===== config.mk =====
export PLATFORM = sky130hd
export DESIGN_NAME = led_channel_driver
export DESIGN_NICKNAME = d
export VERILOG_FILES = /design/src/rtl/led_channel_driver.sv
export SDC_FILE = /design/constraint.sdc
export NUM_CORES = 1
export LEC_CHECK = 0
export BUFFER_PORTS_ARGS = -buffer_cell sky130_fd_sc_hd__buf_4
export CORE_MARGIN = 5
export CORE_UTILIZATION = 55
export DETAILED_ROUTE_END_ITERATION = 8
export GPL_TIMING_DRIVEN = 1
export PLACE_DENSITY = 0.82
export SYNTH_ARGS = -nofsm -noshare
export SYNTH_HDL_FRONTEND = slang
export SYNTH_SLANG_ARGS = --single-unit

===== constraint.sdc =====
create_clock -name clk -period 5.7 [get_ports clk]
set_input_delay 0.285 -clock clk [delete_from_list [all_inputs] [get_ports clk]]
set_output_delay 0.285 -clock clk [all_outputs]
set_load 0.03 [all_outputs]

===== src/rtl/led_channel_driver.sv =====
// led_channel_driver: multi-channel LED driver with a shared tick prescaler and PWM counter,
// plus per-channel OFF/ON/BLINK/PWM configuration through a valid/ready write port.
module led_channel_driver #(
  parameter int NUM_CH  = 4,
  parameter int CLK_HZ  = 100_000_000,
  parameter int TICK_HZ = 1000,
  parameter int CNT_W   = 16,
  parameter int DUTY_W  = 8,
  localparam int CH_W   = (NUM_CH > 1) ? $clog2(NUM_CH) : 1
) (
  input  logic              clk,
  input  logic              rst_n,
  input  logic              en,
  input  logic              cfg_valid,
  output logic              cfg_ready,
  input  logic [CH_W-1:0]   cfg_ch,
  input  logic [1:0]        cfg_mode,
  input  logic [CNT_W-1:0]  cfg_period,
  input  logic [DUTY_W-1:0] cfg_duty,
  output logic              cfg_err,
  output logic              tick,
  output logic [NUM_CH-1:0] led
);
  localparam int DIV  = CLK_HZ / TICK_HZ;
  localparam int PS_W = $clog2(DIV);
  localparam int CH_N = 2 ** CH_W;
  // one bit per encodable channel index, set only for channels that exist
  localparam logic [CH_N-1:0] CH_OK = {CH_N{1'b1}} >> (CH_N - NUM_CH);

  logic [PS_W-1:0]   r_ps;
  logic [DUTY_W-1:0] r_pwm;
  logic              r_tick;
  logic              r_ready;
  logic              r_err;
  logic [1:0]        r_mode   [NUM_CH];
  logic [CNT_W-1:0]  r_period [NUM_CH];
  logic [DUTY_W-1:0] r_duty   [NUM_CH];
  logic [CNT_W-1:0]  r_phase  [NUM_CH];
  logic [NUM_CH-1:0] r_blink;
  logic [NUM_CH-1:0] r_led;
  logic [NUM_CH-1:0] w_drive;
  logic [NUM_CH-1:0] w_last;
  logic              w_acc;
  logic              w_ok;
  logic              w_wrap;

  assign w_acc  = cfg_valid & r_ready;
  assign w_ok   = CH_OK[cfg_ch];
  assign w_wrap = en && (r_ps == PS_W'(DIV - 1));

  always_comb begin
    for (int i = 0; i < NUM_CH; i++) begin
      w_last[i]  = r_phase[i] == ((r_period[i] == '0) ? '0 : r_period[i] - 1'b1);
      w_drive[i] = r_mode[i][1] ? (r_mode[i][0] ? (r_pwm < r_duty[i]) : r_blink[i]) : r_mode[i][0];
    end
  end

  always_ff @(posedge clk or negedge rst_n) begin
    if (!rst_n) begin
      r_ps     <= '0;
      r_pwm    <= '0;
      r_tick   <= 1'b0;
      r_ready  <= 1'b0;
      r_err    <= 1'b0;
      r_mode   <= '{default: '0};
      r_period <= '{default: '0};
      r_duty   <= '{default: '0};
      r_phase  <= '{default: '0};
      r_blink  <= '0;
      r_led    <= '0;
    end else begin
      r_ready <= 1'b1;
      r_err   <= w_acc & ~w_ok;
      r_tick  <= w_wrap;
      if (en) begin
        r_ps  <= w_wrap ? '0 : r_ps + 1'b1;
        r_pwm <= r_pwm + 1'b1;
        r_led <= w_drive;
      end
      for (int i = 0; i < NUM_CH; i++) begin
        // a write on a tick edge restarts the channel and suppresses the toggle
        if (w_acc && w_ok && cfg_ch == CH_W'(i)) begin
          r_mode[i]   <= cfg_mode;
          r_period[i] <= cfg_period;
          r_duty[i]   <= cfg_duty;
          r_phase[i]  <= '0;
          r_blink[i]  <= 1'b0;
        end else if (r_tick) begin
          r_phase[i] <= w_last[i] ? '0 : r_phase[i] + 1'b1;
          r_blink[i] <= r_blink[i] ^ w_last[i];
        end
      end
    end
  end

  assign cfg_ready = r_ready;
  assign cfg_err   = r_err;
  assign tick      = r_tick;
  assign led       = r_led;
endmodule

==> results of run 1 <==
==> layer usage <==
| layer | wire length [µm] | vias up | share of wire |
|---|---|---|---|
| met5 | 0 | - | 0 |
| met4 | 556 | 0 | 0.019 |
| met3 | 1680 | 46 | 0.058 |
| met2 | 13920 | 292 | 0.48 |
| met1 | 13000 | 4843 | 0.45 |
| li1 | - | 4718 | - |
==> worst register-to-register path, stage by stage, from the launching register on <==
cell       delay [ns]
dfrtp_1          0.45
nor4_2           0.63
nand2_1          0.24
or4_1            0.53
nand3_1          0.10
o2111ai_1        0.11
nor4_1           0.26
nand4_1          0.88
nand2_1          0.53
o311ai_0         0.19
==> cells in the final DEF, fill, tap and decap left out, types with 6 or more instances in the layout <==
| cell type | Yosys | routed |
|---|---|---|
| a211oi_1 | 7 | 7 |
| clkbuf_16 | 0 | 23 |
| o22ai_1 | 9 | 9 |
| mux2i_1 | 21 | 21 |
| nor3b_1 | 13 | 13 |
| nor2b_1 | 8 | 8 |
| or3b_2 | 6 | 6 |
| o21a_1 | 8 | 8 |
| buf_4 | 2 | 48 |
| or3_1 | 14 | 14 |
| nand3b_1 | 7 | 7 |
| and3_1 | 36 | 36 |
| xor2_1 | 39 | 39 |
| xnor2_1 | 48 | 48 |
| a211o_1 | 9 | 9 |
| ha_1 | 38 | 38 |
| or4_1 | 9 | 9 |
| o21ai_0 | 44 | 44 |
| nor2_1 | 79 | 79 |
| a31oi_1 | 24 | 24 |
| o2bb2ai_1 | 6 | 6 |
| mux2_2 | 101 | 101 |
| nor4_1 | 27 | 27 |
| nand2_1 | 83 | 83 |
| a21o_1 | 30 | 30 |
| inv_1 | 60 | 60 |
| a21oi_1 | 31 | 31 |
| nand4_1 | 33 | 33 |
| nor3_1 | 33 | 32 |
| nand2b_1 | 22 | 22 |
| dfrtp_1 | 203 | 203 |
| nand3_1 | 58 | 58 |
==> synthesized netlist by cell type (all sizes together), types with 13 or more instances <==
cell type  instances
clkbuf            42
nor4              29
nand2b            22
nor3b             13
nand4             33
inv               60
or3               15
o21ai             44
mux2             101
nor3              33
nand2             84
nand3             58
and3              36
buf               14
mux2i             21
xnor2             48
xor2              39
a21o              30
a31oi             24
nor2              79
a21oi             31
dfrtp            203
ha                38
==> cell type report <==
class | count | area, µm²
clock buffer | 28 | 634.4
clock inverter | 14 | 212.7
fill | 1731 | 8268
inverter | 61 | 229.0
multi-input combinational | 946 | 6760
sequential | 203 | 5080
tap | 280 | 350.3
timing repair buffer | 54 | 424.2
==> path summary, 6_finish.rpt <==
path                       slack, ns         from     endpoint  cells past startpoint
setup reg to reg                1.63  r_period[2]  r_phase[12]                      9
max in group asynchronous       3.98        rst_n   r_phase[4]                      3
min in group asynchronous       0.38        rst_n  r_phase[37]                      2
hold / removal                  0.02  cfg_duty[4]   r_duty[28]                      3
hold reg to reg                 0.48      r_ps[4]      r_ps[4]                      1
setup / recovery                1.63  r_period[2]  r_phase[12]                      9
==> cells by family after synthesis <==
logic type,Yosys count
buf+inv,117
xor+xnor,88
simple gates,461
mux,122
fa+ha+maj,38
flops,203
compound gates,235
other cells,2
==> stage by stage <==
stage	hold WS, ns	utilization
final	0.02429	0.6235
after global routing	0.01400	0.6235
after CTS	0.004799	0.6235
after detailed placement	0.3743	0.5826
after global placement	0.3659	0.5826
after floorplan	-0.01059	-
==> repair_timing <==
| item | 4_1_cts | 5_1_grt |
|---|---|---|
| gates resized for setup | 0 | 0 |
| hold endpoints to repair | 82 | 0 |
| hold buffers | 5 | 0 |
| setup endpoints to repair | 0 | 0 |
==> power groups by stage <==
stage	sequential [mW]	combinational, mW	clock, mW
floorplan	1.90	0.842	0
global placement	1.96	1.07	0
detailed placement	1.98	1.11	0
CTS	1.96	1.13	1.67
global route	2.00	1.26	1.74
finish	1.96	1.13	1.65
==> flip-flops by register name, indices dropped and copies added, names as in the netlist <==
signal     cells
r_period      64
r_duty        32
r_mode         8
led            4
r_pwm          8
r_blink        4
cfg_ready      1
r_phase       64
tick           1
r_ps          17
==> reports/qor.yml, run 1 <==
period_share: 0.7149
wl_per_cell_um: 18.38
syn_nets: 1336
viasPerCell: 6.241
worst_path_largest_cell_delay_ns: 0.88
critPathKind: "reg2reg"
worst_clock_skew_ns: 0.02072
clkPwrFrac: 0.347
yosysWarnings: 0
cp.arrival_ns: 4.43
cp_top_family: "simple AND/OR/NAND/NOR gates"
area_delta_synth_final_pct: 11.24
total_power_mw: 4.743
tritoncts: "yes"
die_x_um: 159.6
vias: 9899
yosysSeqAreaShare: 0.4128
clkTransAtPathRegs_ns: 0.07
hold_path.class: "in2reg"
finalWirelength_mm: 29.16
final_max_slew_viol_count: 0
drive_gt1_frac: 0.1623
synthMuxAreaShare: 0.1095
synth_top_area_share: 0.4128
finalHoldViolations: 0
fin_crit_ns: 4.075
grt_usage: 0.2270
drt_first_iter_violations: 895
peakVddDrop_mv: 0.2786
status: "completed"
dpl_cell_area_um2: 12790
antenna_found_initial: 0
leakage_nw: 5.956
clock_latency_ns: 0.51
synthTopCellsByArea: "dfrtp_1 (41%), mux2_2 (9.2%), ha_1 (3.9%)"
max_freq_mhz: 245.4
overflow: 0
synth_fa_ha_area_frac: 0.03863
crit_chain: "nor4_2 > nand2_1 > or4_1 > nand3_1 > o2111ai_1 > nor4_1 > nand4_1 > nand2_1 > o311ai_0"
dp_slack_ns: 1.727
syn-mean-instance-area_um2: 9.721
clkSinkCount: 203
grt_pass1_vias: 9643
p_sw_frac: 0.3143
grtUsageMet1: 0.3133
synth_xor_area_frac: 0.06375
ys_ff_latch: 203
worstMarginPinSlew_ns: 1.075
p_int_mw: 3.252
grt_first_pass_wirelength_mm: 49.07
top_usage_layer: "met2"
core_um2: 21960
syn_inst: 1266
p_per_area_nw_per_um2: 346.4
hpwl_mm: 20.21
synth-main-ff-cell: "dfrtp_1"
die-height_um: 159.6
drtPass1Iterations: 5
fin_cells: 1586
row_count: 54
fin_setup_tns_ns: 0
fin_area_um2: 13690
path_common_cell: "nand2_1"
grtUsageMet3: 0.03262
htree_levels: 1
drv_cap: 0
io_buffers: 37
end_kind: "flip-flop"
grtUsageMet2: 0.3845
async_reset_ff_frac: 1.000
ys_types: 81
synthSimpleGateAreaFrac: 0.2032
layout.nets: 1359
yosys.area.top_type: "dfrtp_1"
synth_top_family_by_area: "simple AND/OR/NAND/NOR gates"
place_congestion: 0.9359
drtAntennaViolNets: 0
n_antenna_cell: 0
cts_setup_buffers: 0
slowest_stage: "nand4_1"
synth_edf_count: 0
dp.cells: 1539
maxSlewHeadroom: 0.2812
initial_core_util: 0.5605
cp.required_ns: 6.05
cts-root-buf: "clkbuf_16"
ios: 39
fin_ws_ns: 1.625
cts_made_buffers: 23
dieArea_um2: 25470
drc_errors: 0
rsz0062_at_grt: "no"
critPathMaxFanout: 27
synth_compound_gate_area_share: 0.1332
power.switching_mw: 1.491
setup-violations-final: 0
seqPwrFrac: 0.414
cts_buffer_depth: 3
p_comb_frac: 0.239
syn-cell-area_um2: 12310
grt_max_degree: 81
crit_buf_inv: 0
critPathLaunchType: "flip-flop"
Note: power is estimated with default switching activity, not from simulation.
==> inputs of run 2 (changes only) <==
==> constraint.sdc (replaced) <==
create_clock -name clk -period 4 [get_ports clk]
set_input_delay 0.2 -clock clk [delete_from_list [all_inputs] [get_ports clk]]
set_output_delay 0.2 -clock clk [all_outputs]
set_load 0.03 [all_outputs]
==> run 2 against run 1 <==
  * Final area grew 1.5%
  * Flip-flop and latch count unchanged
  * Die area stayed put
  * Register-to-register slack lost 1.3 ns
  * Clock skew decreased by 0.0029 ns
  * Global-route usage up 0.49 points
  * Cell count grew 1.7%
  * Non-clock buffer count rose by 29
  * Core utilization is 0.95 points higher
  * Worst setup slack worse by 1.3 ns
  * Count of clock-buffer cells in the layout grew 6
  * Via count rose by 1.8%
  * Critical path type unchanged
==> reports/qor.yml, run 2 (synthesis results as in run 1) <==
worstMarginPinSlew_ns: 0.8496  # was 1.075 ns
rsz0062_at_grt: "no"  # unchanged
initial_core_util: 0.5605  # unchanged
critPathKind: "reg2reg"  # unchanged
viasPerCell: 6.245  # was 6.241
period_share: 0.9103  # was 0.7149
top_regs: "r_period: 64 flops, r_phase: 64 flops, r_duty: 32 flops"  # unchanged
clkSinkCount: 203  # unchanged
critPathMaxFanout: 12  # was 27
grt_pass1_vias: 9957  # was 9643
overflow: 0  # unchanged
vias: 10073  # was 9899
critPathLaunchType: "flip-flop"  # unchanged
leakage_nw: 6.043  # was 5.956 nW
die-height_um: 159.6  # unchanged
grt_first_pass_wirelength_mm: 50.07  # was 49.07 mm
crit_buf_inv: 1  # was 0
setup-violations-final: 0  # unchanged
clock_latency_ns: 0.52  # was 0.51 ns
row_count: 54  # unchanged
worst_path_largest_cell_delay_ns: 0.56  # was 0.88 ns
crit_chain: "inv_1 > ha_1 > nor2b_1 > nand4_1 > o2111a_1 > o311ai_0 > a221oi_1 > and4_1 > nand3b_1 > or3b_2 > nand3_1"  # was nor4_2 > nand2_1 > or4_1 > nand3_1 > o2111ai_1 > nor4_1 > nand4_1 > nand2_1 > o311ai_0
cp.arrival_ns: 4.10  # was 4.43 ns
hold_path.class: "in2reg"  # unchanged
drt_first_iter_violations: 856  # was 895
layout.nets: 1389  # was 1359
fin_crit_ns: 3.641  # was 4.075 ns
slowest_stage: "or3b_2"  # was nand4_1
final_max_slew_viol_count: 0  # unchanged
cp.required_ns: 4.45  # was 6.05 ns
drv_cap: 0  # unchanged
end_kind: "flip-flop"  # unchanged
drc_errors: 0  # unchanged
worst_clock_skew_ns: 0.01787  # was 0.02072 ns
grt_usage: 0.2318  # was 0.2270
mostFrequentLayoutCells: "dfrtp_1 (203), mux2_2 (101), nand2_1 (83)"  # unchanged
cts_made_buffers: 24  # was 23
dieArea_um2: 25470  # unchanged
status: "completed"  # unchanged
antenna_found_initial: 1  # was 0
area_delta_synth_final_pct: 12.93  # was 11.24%
wl_per_cell_um: 18.41  # was 18.38 µm
cts_buffer_depth: 3  # unchanged
cts_setup_buffers: 0  # unchanged
max_freq_mhz: 274.6  # was 245.4 MHz
cts-root-buf: "clkbuf_16"  # unchanged
ios: 39  # unchanged
htree_levels: 1  # unchanged
tritoncts: "yes"  # unchanged
maxSlewHeadroom: 0.4336  # was 0.2812
clkTransAtPathRegs_ns: 0.06  # was 0.07 ns
die_x_um: 159.6  # unchanged
core_um2: 21960  # unchanged
drtAntennaViolNets: 0  # unchanged
io_buffers: 37  # unchanged
ctsResizeCount: 0  # unchanged
hpwl_mm: 20.45  # was 20.21 mm
peakVddDrop_mv: 0.3627  # was 0.2786 mV
p_per_area_nw_per_um2: 475.7  # was 346.4 nW/µm²
cp_top_family: "simple AND/OR/NAND/NOR gates"  # unchanged
grt_max_degree: 103  # was 81
fin_setup_tns_ns: 0  # unchanged
finalHoldViolations: 0  # unchanged
place_congestion: 0.9238  # was 0.9359
drtPass1Iterations: 7  # was 5
holdWs_ns: 0.02141  # was 0.02429 ns
finalWirelength_mm: 29.70  # was 29.16 mm
final_common_cell: "dfrtp_1"  # unchanged
drive_gt1_frac: 0.1577  # was 0.1623
fin_ws_ns: 0.3586  # was 1.625 ns
dp_slack_ns: 0.4263  # was 1.727 ns
-- run 2: cell count changes in the layout (fill, tap and decap cells not counted), sizes merged --
cell	previous run	this run
buf	48	55
bufinv	5	3
diode	0	1
inv	62	60
clkinv	7	3
clkinvlp	1	0
dlygate4sd3	5	27
clkbuf	29	35
-- run 2: layer usage --
metal  track usage  vias up  part of all wire
li1              -     4756                 -
met1        0.3138     4961              0.44
met2        0.3899      292              0.48
met3       0.03961       64             0.058
met4       0.05799        0             0.023
met5             0        -                 0
-- run 2: worst reg2reg max path: stages (launching register included) --
cell      delay (ns)
dfrtp_1         0.43
inv_1           0.11
ha_1            0.21
nor2b_1         0.44
nand4_1         0.35
o2111a_1        0.33
o311ai_0        0.37
a221oi_1        0.09
and4_1          0.23
nand3b_1        0.39
or3b_2          0.56
nand3_1         0.09
-- run 2: path summary, 6_finish.rpt --
check / startpoint / slack, ns / cells past startpoint / to
max reg2reg: r_period[32] / 0.36 / 11 / r_phase[34]
min: en / 0.02 / 2 / r_pwm[0]
max: r_period[32] / 0.36 / 11 / r_phase[34]
max in group asynchronous: rst_n / 2.65 / 3 / r_mode[3]
min in group asynchronous: rst_n / 0.33 / 2 / r_phase[42]
min reg2reg: r_ps[4] / 0.48 / 1 / r_ps[4]
-- run 2: repair_timing --
item                                    CTS  global route
endpoints found under the hold margin   197             0
hold buffers                             27             0
endpoints found under the setup margin    0             0
-- run 2: layout make-up --
cell class	count	area (µm²)
sequential	203	5080
timing repair buffer	83	696.9
inverter	61	229.0
tap	280	350.3
clock inverter	5	111.4
antenna	1	2.502
clock buffer	34	668.1
fill	1747	8060
multi-input combinational	946	6760
-- run 2: metrics by stage --
step                total power [mW]  utilization  instance area, µm²  std cells
floorplan                      3.902            -               12310       1266
global placement               4.322       0.5850               12850       1546
detailed placement             4.397       0.5850               12850       1546
CTS                            6.621       0.6328               13900       1612
global route                   6.996       0.6329               13900       1613
finish                         6.612       0.6329               13900       1613
-- run 2: power breakdown --
group | total [mW] | switching [mW] | internal (mW)
Sequential | 2.80 | 0.428 | 2.37
Clock | 2.18 | 0.836 | 1.35
Combinational | 1.63 | 0.809 | 0.825
